<file path="src/rtl/sram_bus_arbiter_if.sv">
// Bus-side bundle of the SRAM arbiter: per-port request fields driven by
// the masters and the shared completion/response signals driven back.
interface sram_bus_arbiter_if #(
  parameter int NPORTS = 3,
  parameter int DW     = 32
);
  localparam int NL = DW / 8;

  logic [NPORTS-1:0]    i_cyc;
  logic [NPORTS*32-1:0] i_adr;
  logic [NPORTS-1:0]    i_we;
  logic [NPORTS*DW-1:0] i_dat;
  logic [NPORTS*NL-1:0] i_sel;
  logic [NPORTS-1:0]    o_ack;
  logic [DW-1:0]        o_rdt;
  logic                 o_err;
  logic [2:0]           o_grant;

  modport master (
    output i_cyc, i_adr, i_we, i_dat, i_sel,
    input  o_ack, o_rdt, o_err, o_grant
  );

  modport slave (
    input  i_cyc, i_adr, i_we, i_dat, i_sel,
    output o_ack, o_rdt, o_err, o_grant
  );
endinterface

</file>
<file path="src/rtl/sram_bus_arbiter.sv">
// Round-robin arbiter sharing one single-port synchronous RAM macro among
// NPORTS bus masters. Each transaction takes IDLE -> ACCESS -> ACK, so a
// single port sees its ack two cycles after its request is sampled.
module sram_bus_arbiter #(
  parameter int NPORTS = 3,
  parameter int DW     = 32,
  parameter int AW     = 5
) (
  input  logic                clk,
  input  logic                rst_n,
  sram_bus_arbiter_if.slave   bus,
  output logic                ram_en,
  output logic [AW-1:0]       ram_a,
  output logic [DW/8-1:0]     ram_we,
  output logic [DW-1:0]       ram_di,
  input  logic [DW-1:0]       ram_do
);

  localparam int NL = DW / 8;

  localparam logic [1:0] IDLE   = 2'd0;
  localparam logic [1:0] ACCESS = 2'd1;
  localparam logic [1:0] ACK    = 2'd2;

  logic [1:0] state_q, state_d;
  logic [2:0] grant_q, grant_d;
  logic [2:0] rrPtr_q, rrPtr_d;
  logic       justAcked_q, justAcked_d;
  logic       oor_q, oor_d;
  logic       readAck_q, readAck_d;

  logic [31:0]       selAdr;
  logic              selWe;
  logic [DW-1:0]     selDat;
  logic [NL-1:0]     selSel;
  logic              outOfRange;
  logic [AW-1:0]     wordAdr;

  logic [NPORTS-1:0] eligible;
  logic              winFound;
  logic [2:0]        winIdx;
  logic              ramLive;

  // Route the granted port's request fields onto one set of wires.
  always_comb begin
    selAdr = '0;
    selWe  = 1'b0;
    selDat = '0;
    selSel = '0;
    for (int p = 0; p < NPORTS; p++) begin
      if (grant_q == 3'(p)) begin
        selAdr = bus.i_adr[32*p +: 32];
        selWe  = bus.i_we[p];
        selDat = bus.i_dat[DW*p +: DW];
        selSel = bus.i_sel[NL*p +: NL];
      end
    end
    outOfRange = |selAdr[31:AW+2];
    wordAdr    = selAdr[AW+1:2];
  end

  // Round-robin search from rrPtr_q; the port just acked sits out one idle
  // cycle so a still-held cyc is not served twice. With a single master
  // there is nobody to yield to, so it is never masked and keeps the
  // one-transaction-per-three-cycles rate.
  always_comb begin
    eligible = '0;
    for (int p = 0; p < NPORTS; p++) begin
      eligible[p] = bus.i_cyc[p] &&
                    !((NPORTS > 1) && justAcked_q && (grant_q == 3'(p)));
    end
    winFound = 1'b0;
    winIdx   = 3'd0;
    for (int k = 0; k < NPORTS; k++) begin
      for (int p = 0; p < NPORTS; p++) begin
        if (!winFound && eligible[p] && (p == ((int'(rrPtr_q) + k) % NPORTS))) begin
          winFound = 1'b1;
          winIdx   = 3'(p);
        end
      end
    end
  end

  // Transaction sequencing and pointer/mask bookkeeping.
  always_comb begin
    state_d     = state_q;
    grant_d     = grant_q;
    rrPtr_d     = rrPtr_q;
    justAcked_d = justAcked_q;
    oor_d       = oor_q;
    readAck_d   = readAck_q;
    case (state_q)
      IDLE: begin
        justAcked_d = 1'b0;
        if (winFound) begin
          state_d = ACCESS;
          grant_d = winIdx;
          rrPtr_d = ((int'(winIdx) + 1) >= NPORTS) ? 3'd0 : (winIdx + 3'd1);
        end
      end
      ACCESS: begin
        state_d   = ACK;
        oor_d     = outOfRange;
        readAck_d = !outOfRange && !selWe;
      end
      ACK: begin
        state_d     = IDLE;
        justAcked_d = 1'b1;
      end
      default: state_d = IDLE;
    endcase
  end

  // State registers with synchronous active-low reset.
  always_ff @(posedge clk) begin
    if (!rst_n) begin
      state_q     <= IDLE;
      grant_q     <= 3'd0;
      rrPtr_q     <= 3'd0;
      justAcked_q <= 1'b0;
      oor_q       <= 1'b0;
      readAck_q   <= 1'b0;
    end else begin
      state_q     <= state_d;
      grant_q     <= grant_d;
      rrPtr_q     <= rrPtr_d;
      justAcked_q <= justAcked_d;
      oor_q       <= oor_d;
      readAck_q   <= readAck_d;
    end
  end

  // RAM macro drive; reset kills enable/write-enable immediately so an
  // interrupted write never commits.
  always_comb begin
    ramLive = rst_n && (state_q == ACCESS) && !outOfRange;
    ram_en  = ramLive;
    ram_we  = (ramLive && selWe) ? selSel : '0;
    ram_a   = (state_q == ACCESS) ? wordAdr : '0;
    ram_di  = (state_q == ACCESS) ? selDat : '0;
  end

  // Completion signalling back to the masters.
  always_comb begin
    bus.o_ack = '0;
    for (int p = 0; p < NPORTS; p++) begin
      if ((state_q == ACK) && (grant_q == 3'(p))) begin
        bus.o_ack[p] = 1'b1;
      end
    end
    bus.o_err   = (state_q == ACK) && oor_q;
    bus.o_rdt   = ((state_q == ACK) && readAck_q) ? ram_do : '0;
    bus.o_grant = (state_q != IDLE) ? grant_q : 3'd0;
  end

endmodule

</file>
<file path="src/flat_wrapper.sv">
// flat-port wrapper written by rule: the top's interface ports become plain ports
module sram_bus_arbiter_flat 
#(
  parameter int NPORTS = 3,
  parameter int DW     = 32,
  parameter int AW     = 5
)
  (clk, rst_n, ram_en, ram_a, ram_we, ram_di, ram_do, bus_i_cyc, bus_i_adr, bus_i_we, bus_i_dat, bus_i_sel, bus_o_ack, bus_o_rdt, bus_o_err, bus_o_grant);
  sram_bus_arbiter_if #(.NPORTS(NPORTS), .DW(DW)) bus_i ();
  input  logic clk;
  input  logic rst_n;
  output logic ram_en;
  output logic [AW-1:0] ram_a;
  output logic [DW/8-1:0] ram_we;
  output logic [DW-1:0] ram_di;
  input  logic [DW-1:0] ram_do;
  input wire logic [$bits(bus_i.i_cyc)-1:0] bus_i_cyc;
  input wire logic [$bits(bus_i.i_adr)-1:0] bus_i_adr;
  input wire logic [$bits(bus_i.i_we)-1:0] bus_i_we;
  input wire logic [$bits(bus_i.i_dat)-1:0] bus_i_dat;
  input wire logic [$bits(bus_i.i_sel)-1:0] bus_i_sel;
  output wire logic [$bits(bus_i.o_ack)-1:0] bus_o_ack;
  output wire logic [$bits(bus_i.o_rdt)-1:0] bus_o_rdt;
  output wire logic [$bits(bus_i.o_err)-1:0] bus_o_err;
  output wire logic [$bits(bus_i.o_grant)-1:0] bus_o_grant;
  assign bus_i.i_cyc = bus_i_cyc;
  assign bus_i.i_adr = bus_i_adr;
  assign bus_i.i_we = bus_i_we;
  assign bus_i.i_dat = bus_i_dat;
  assign bus_i.i_sel = bus_i_sel;
  assign bus_o_ack = bus_i.o_ack;
  assign bus_o_rdt = bus_i.o_rdt;
  assign bus_o_err = bus_i.o_err;
  assign bus_o_grant = bus_i.o_grant;
  sram_bus_arbiter #(.NPORTS(NPORTS), .DW(DW), .AW(AW)) u_core (.clk(clk), .rst_n(rst_n), .bus(bus_i), .ram_en(ram_en), .ram_a(ram_a), .ram_we(ram_we), .ram_di(ram_di), .ram_do(ram_do));
endmodule
</file>
<file path="config.mk">
export PLATFORM = sky130hd
export DESIGN_NAME = sram_bus_arbiter_flat
export DESIGN_NICKNAME = d
export VERILOG_FILES = /design/src/rtl/sram_bus_arbiter_if.sv /design/src/rtl/sram_bus_arbiter.sv /design/src/flat_wrapper.sv
export SDC_FILE = /design/constraint.sdc
export NUM_CORES = 1
export LEC_CHECK = 0
export CAP_MARGIN = 15
export CORE_AREA = 2 2 126 128
export DETAILED_ROUTE_END_ITERATION = 6
export DIE_AREA = 0 0 128 130
export GPL_TIMING_DRIVEN = 0
export PLACE_DENSITY_LB_ADDON = 0.3
export SLEW_MARGIN = 20
export SYNTH_ARGS = -nofsm -noshare
export SYNTH_HDL_FRONTEND = slang
export SYNTH_SLANG_ARGS = --single-unit
</file>
<file path="constraint.sdc">
create_clock -name clk -period 11.51 [get_ports clk]
set_input_delay 3.453 -clock clk [delete_from_list [all_inputs] [get_ports clk]]
set_output_delay 3.453 -clock clk [all_outputs]
set_load 0.03 [all_outputs]
</file>
==> flow_summary.json <==
{
  "min_path_cells": 2,
  "cts_buffer_depth": 2,
  "cp_slowest_stage_delay_ns": 0.77,
  "skew_ns": 0.000525,
  "numCtsBuffers": 3,
  "tightest_slew_ns": 0.703,
  "hpwl_um": 15900,
  "finalHoldViolations": 0,
  "ys_seq_elements": 10,
  "powerDensity_mw_per_mm2": 152,
  "rsz0062_at_grt": "no",
  "cts_setup_buffers": 0,
  "min_to": "u_core.justAcked_q$_SDFFE_PN0P_",
  "syn_area_per_cell_um2": 6.59,
  "seqPwrFrac_pct": 6.0,
  "dieWidth_um": 128,
  "cp_num_buf_inv": 2,
  "setup_tns_ns": 0,
  "reg2reg_slack_ns": 6.39,
  "yosys_warnings": 0,
  "rr_worst_depth": 19,
  "clk_pin_slew_ns": 0.04,
  "nets": 1079,
  "num_rows": 46,
  "crit_slowest_cell": "clkdlybuf4s50_1",
  "arrival_ns": 6.43,
  "wirelength_um": 18200,
  "pin_count": 325,
  "fin_hold_ws_ns": 0.496,
  "clkPwrFrac_pct": 6.6,
  "synth_top_area_cell": "mux2i_1",
  "drive_above_1_share_pct": 3.68,
  "cp_max_fo": 5,
  "final_max_slew_viol_count": 0,
  "dpl_cell_area_mm2": 0.00667,
  "design.die.area_mm2": 0.0166,
  "synth_edf_count": 0,
  "vias": 4868,
  "critPathCaptureType": "output port",
  "ys_seq_area_share_pct": 6.15,
  "ctsRootBufferMaster": "clkbuf_16",
  "track_usage_pct": 20.4,
  "relSlewSlack_pct": 53.1,
  "grt_pass1_vias": 4742,
  "final_common_cell": "clkdlybuf4s50_1",
  "antenna_left": 0,
  "max_freq_mhz": 101,
  "hold_buffers": 0,
  "cp_top_family": "simple AND/OR/NAND/NOR gates",
  "total_power_mw": 1.03,
  "final_cell_mix": "317 x clkdlybuf4s50_1, 101 x nor2_1, 55 x a21oi_1",
  "cp_data_required_time_ns": 8.06,
  "syn_inst": 494,
  "min_period_ns": 9.88,
  "coreArea_mm2": 0.0154,
  "timing.rr.start": "u_core.rrPtr_q[0]$_SDFFE_PN0P_",
  "cts.repair.resized": 0,
  "comb_power_share_pct": 87.4,
  "grt_pass1_wl_um": 26200,
  "start_util_pct": 21.1,
  "fin_area_mm2": 0.00676,
  "criticalPathCategory": "input pin to output port",
  "hp-start": "u_core.justAcked_q$_SDFFE_PN0P_",
  "period_share_pct": 85.8,
  "cp_cell_sequence": "clkdlybuf4s50_1, nor4b_1, nand4_1, nor2_1, o22ai_1, a21oi_1, nand2_1, nor3_1, clkdlybuf4s50_1",
  "tritoncts": "yes",
  "synth_ff_type": "dfxtp_1",
  "area_delta_synth_final_pct": 108,
  "grt_max_degree": 11,
  "drc": 0,
  "status": "completed",
  "dr.pass1.iters": 5,
  "start_kind": "input pin",
  "grt.overflow.total": 0,
  "fin_util_pct": 43.8,
  "synth_cell_types": 70,
  "switching_share_pct": 53.0,
  "synth_area_leaders": "mux2i_1 14%, nor2_1 12%, a21oi_1 8.5%",
  "gp_congestion": 0.894,
  "post_drt_via_cell_ratio": 4.83,
  "die_y_um": 130,
  "critPathMostFrequentCell": "clkdlybuf4s50_1",
  "leakagePower_nw": 2.49,
  "setup_violations": 0,
  "synth_nets": 757,
  "timing.rr.end": "u_core.grant_q[0]$_SDFFE_PN0P_",
  "routedWlPerCell_um": 18.1,
  "async_flop_share_pct": 0,
  "cts_max_level": 1,
  "hp-class": "flip-flop to flip-flop",
  "ir_drop_mv": 0.0802,
  "yosysTopAreaCellShare_pct": 13.8,
  "max_cap_viol_count": 0,
  "synth_area_mm2": 0.00326,
  "clk_latency_ns": 0.24,
  "power_switching_uw": 544,
  "cts.sinks": 10,
  "antenna_found_initial": 1,
  "drt_iter0_drc": 260,
  "p_int_uw": 483,
  "io_buffers": 317
}
## cell usage after synthesis, types with 4 or more instances
cell type	number
clkbuf_1	19
and2_1	37
a21o_1	5
nand3b_1	4
buf_1	7
dfxtp_1	10
nor2_1	101
and3_1	4
mux2i_1	45
ha_1	19
nand2_1	19
nand3_1	7
nand2b_1	9
nor2b_1	9
a21oi_1	55
nor4_1	18
nor3_1	14
inv_1	14
o21ai_0	13
## metal layers
| layer | track usage [%] | part of all wire [%] | up-vias | routed length, um |
|---|---|---|---|---|
| met5 | 0 | 0 | - | 0 |
| met4 | 5.37 | 2.2 | 0 | 403 |
| met3 | 5.54 | 7.4 | 25 | 1350 |
| met2 | 36.7 | 51 | 199 | 9200 |
| met1 | 24.1 | 40 | 2225 | 7250 |
| li1 | - | - | 2419 | - |
## cell families (layout without fill, tap and decap cells)
logic type,Yosys count,count (layout),synth area share [%]
xor gates and xnor gates,4,4,1.54
muxes,46,46,14.2
AOI/OAI and AO/OA,127,127,27.4
other,1,2,0.115
and+or+nand+nor,240,240,37.1
adders and majority gates,19,19,7.30
buffers and inverters,47,368,6.22
DFF,10,10,6.15
## registers in the layout (all words and copies together) (netlist names)
signal and count:
u_core.grant_q 2, u_core.justAcked_q 1, u_core.oor_q 1, u_core.readAck_q 1, u_core.rrPtr_q 3, u_core.state_q 2
## metrics by stage
step	worst slack, ns	cells
floorplan	2.96	494
global placement	1.65	1003
detailed placement	1.63	1003
CTS	1.61	1007
global route	1.60	1008
finish	1.63	1008
## cell type report
cell class / count / area (um^2)
Multi-Input combinational cell: 437 / 2850
Sequential cell: 10 / 200
Buffer: 33 / 150
Timing Repair Buffer: 317 / 3170
Inverter: 14 / 52.6
Tap cell: 192 / 240
Clock buffer: 4 / 88.8
Antenna cell: 1 / 2.50
Fill cell: 1622 / 8660
## worst max path at each step
stage	slack, ns	cells past startpoint	from	end
2_1_floorplan	2.96	7	bus_i_adr[39]	ram_we[0]
3_3_place_gp	1.65	9	bus_i_adr[39]	ram_we[3]
3_5_place_dp	1.63	9	bus_i_adr[39]	ram_we[3]
4_1_cts	1.61	9	bus_i_adr[39]	ram_we[3]
5_1_grt	1.60	9	bus_i_adr[39]	ram_we[3]
6_report	1.63	9	bus_i_adr[39]	ram_we[3]
## worst min-delay path: cells and delay by family (launching register included)
| kind | cells | cell delay, ns |
|---|---|---|
| simple gates | 1 | 0.06 |
| compound gates | 1 | 0.07 |
| flops | 1 | 0.32 |
## power by group through the flow
| stage | Clock, mW | Sequential [mW] | Combinational [mW] |
|---|---|---|---|
| global route | 0.0716 | 0.0637 | 0.983 |
| global placement | 0 | 0.0616 | 0.895 |
| finish | 0.0683 | 0.0616 | 0.898 |
| floorplan | 0 | 0.0552 | 0.596 |
| CTS | 0.0698 | 0.0612 | 0.900 |
| detailed placement | 0 | 0.0617 | 0.896 |
(Power assumes the default switching activity.)
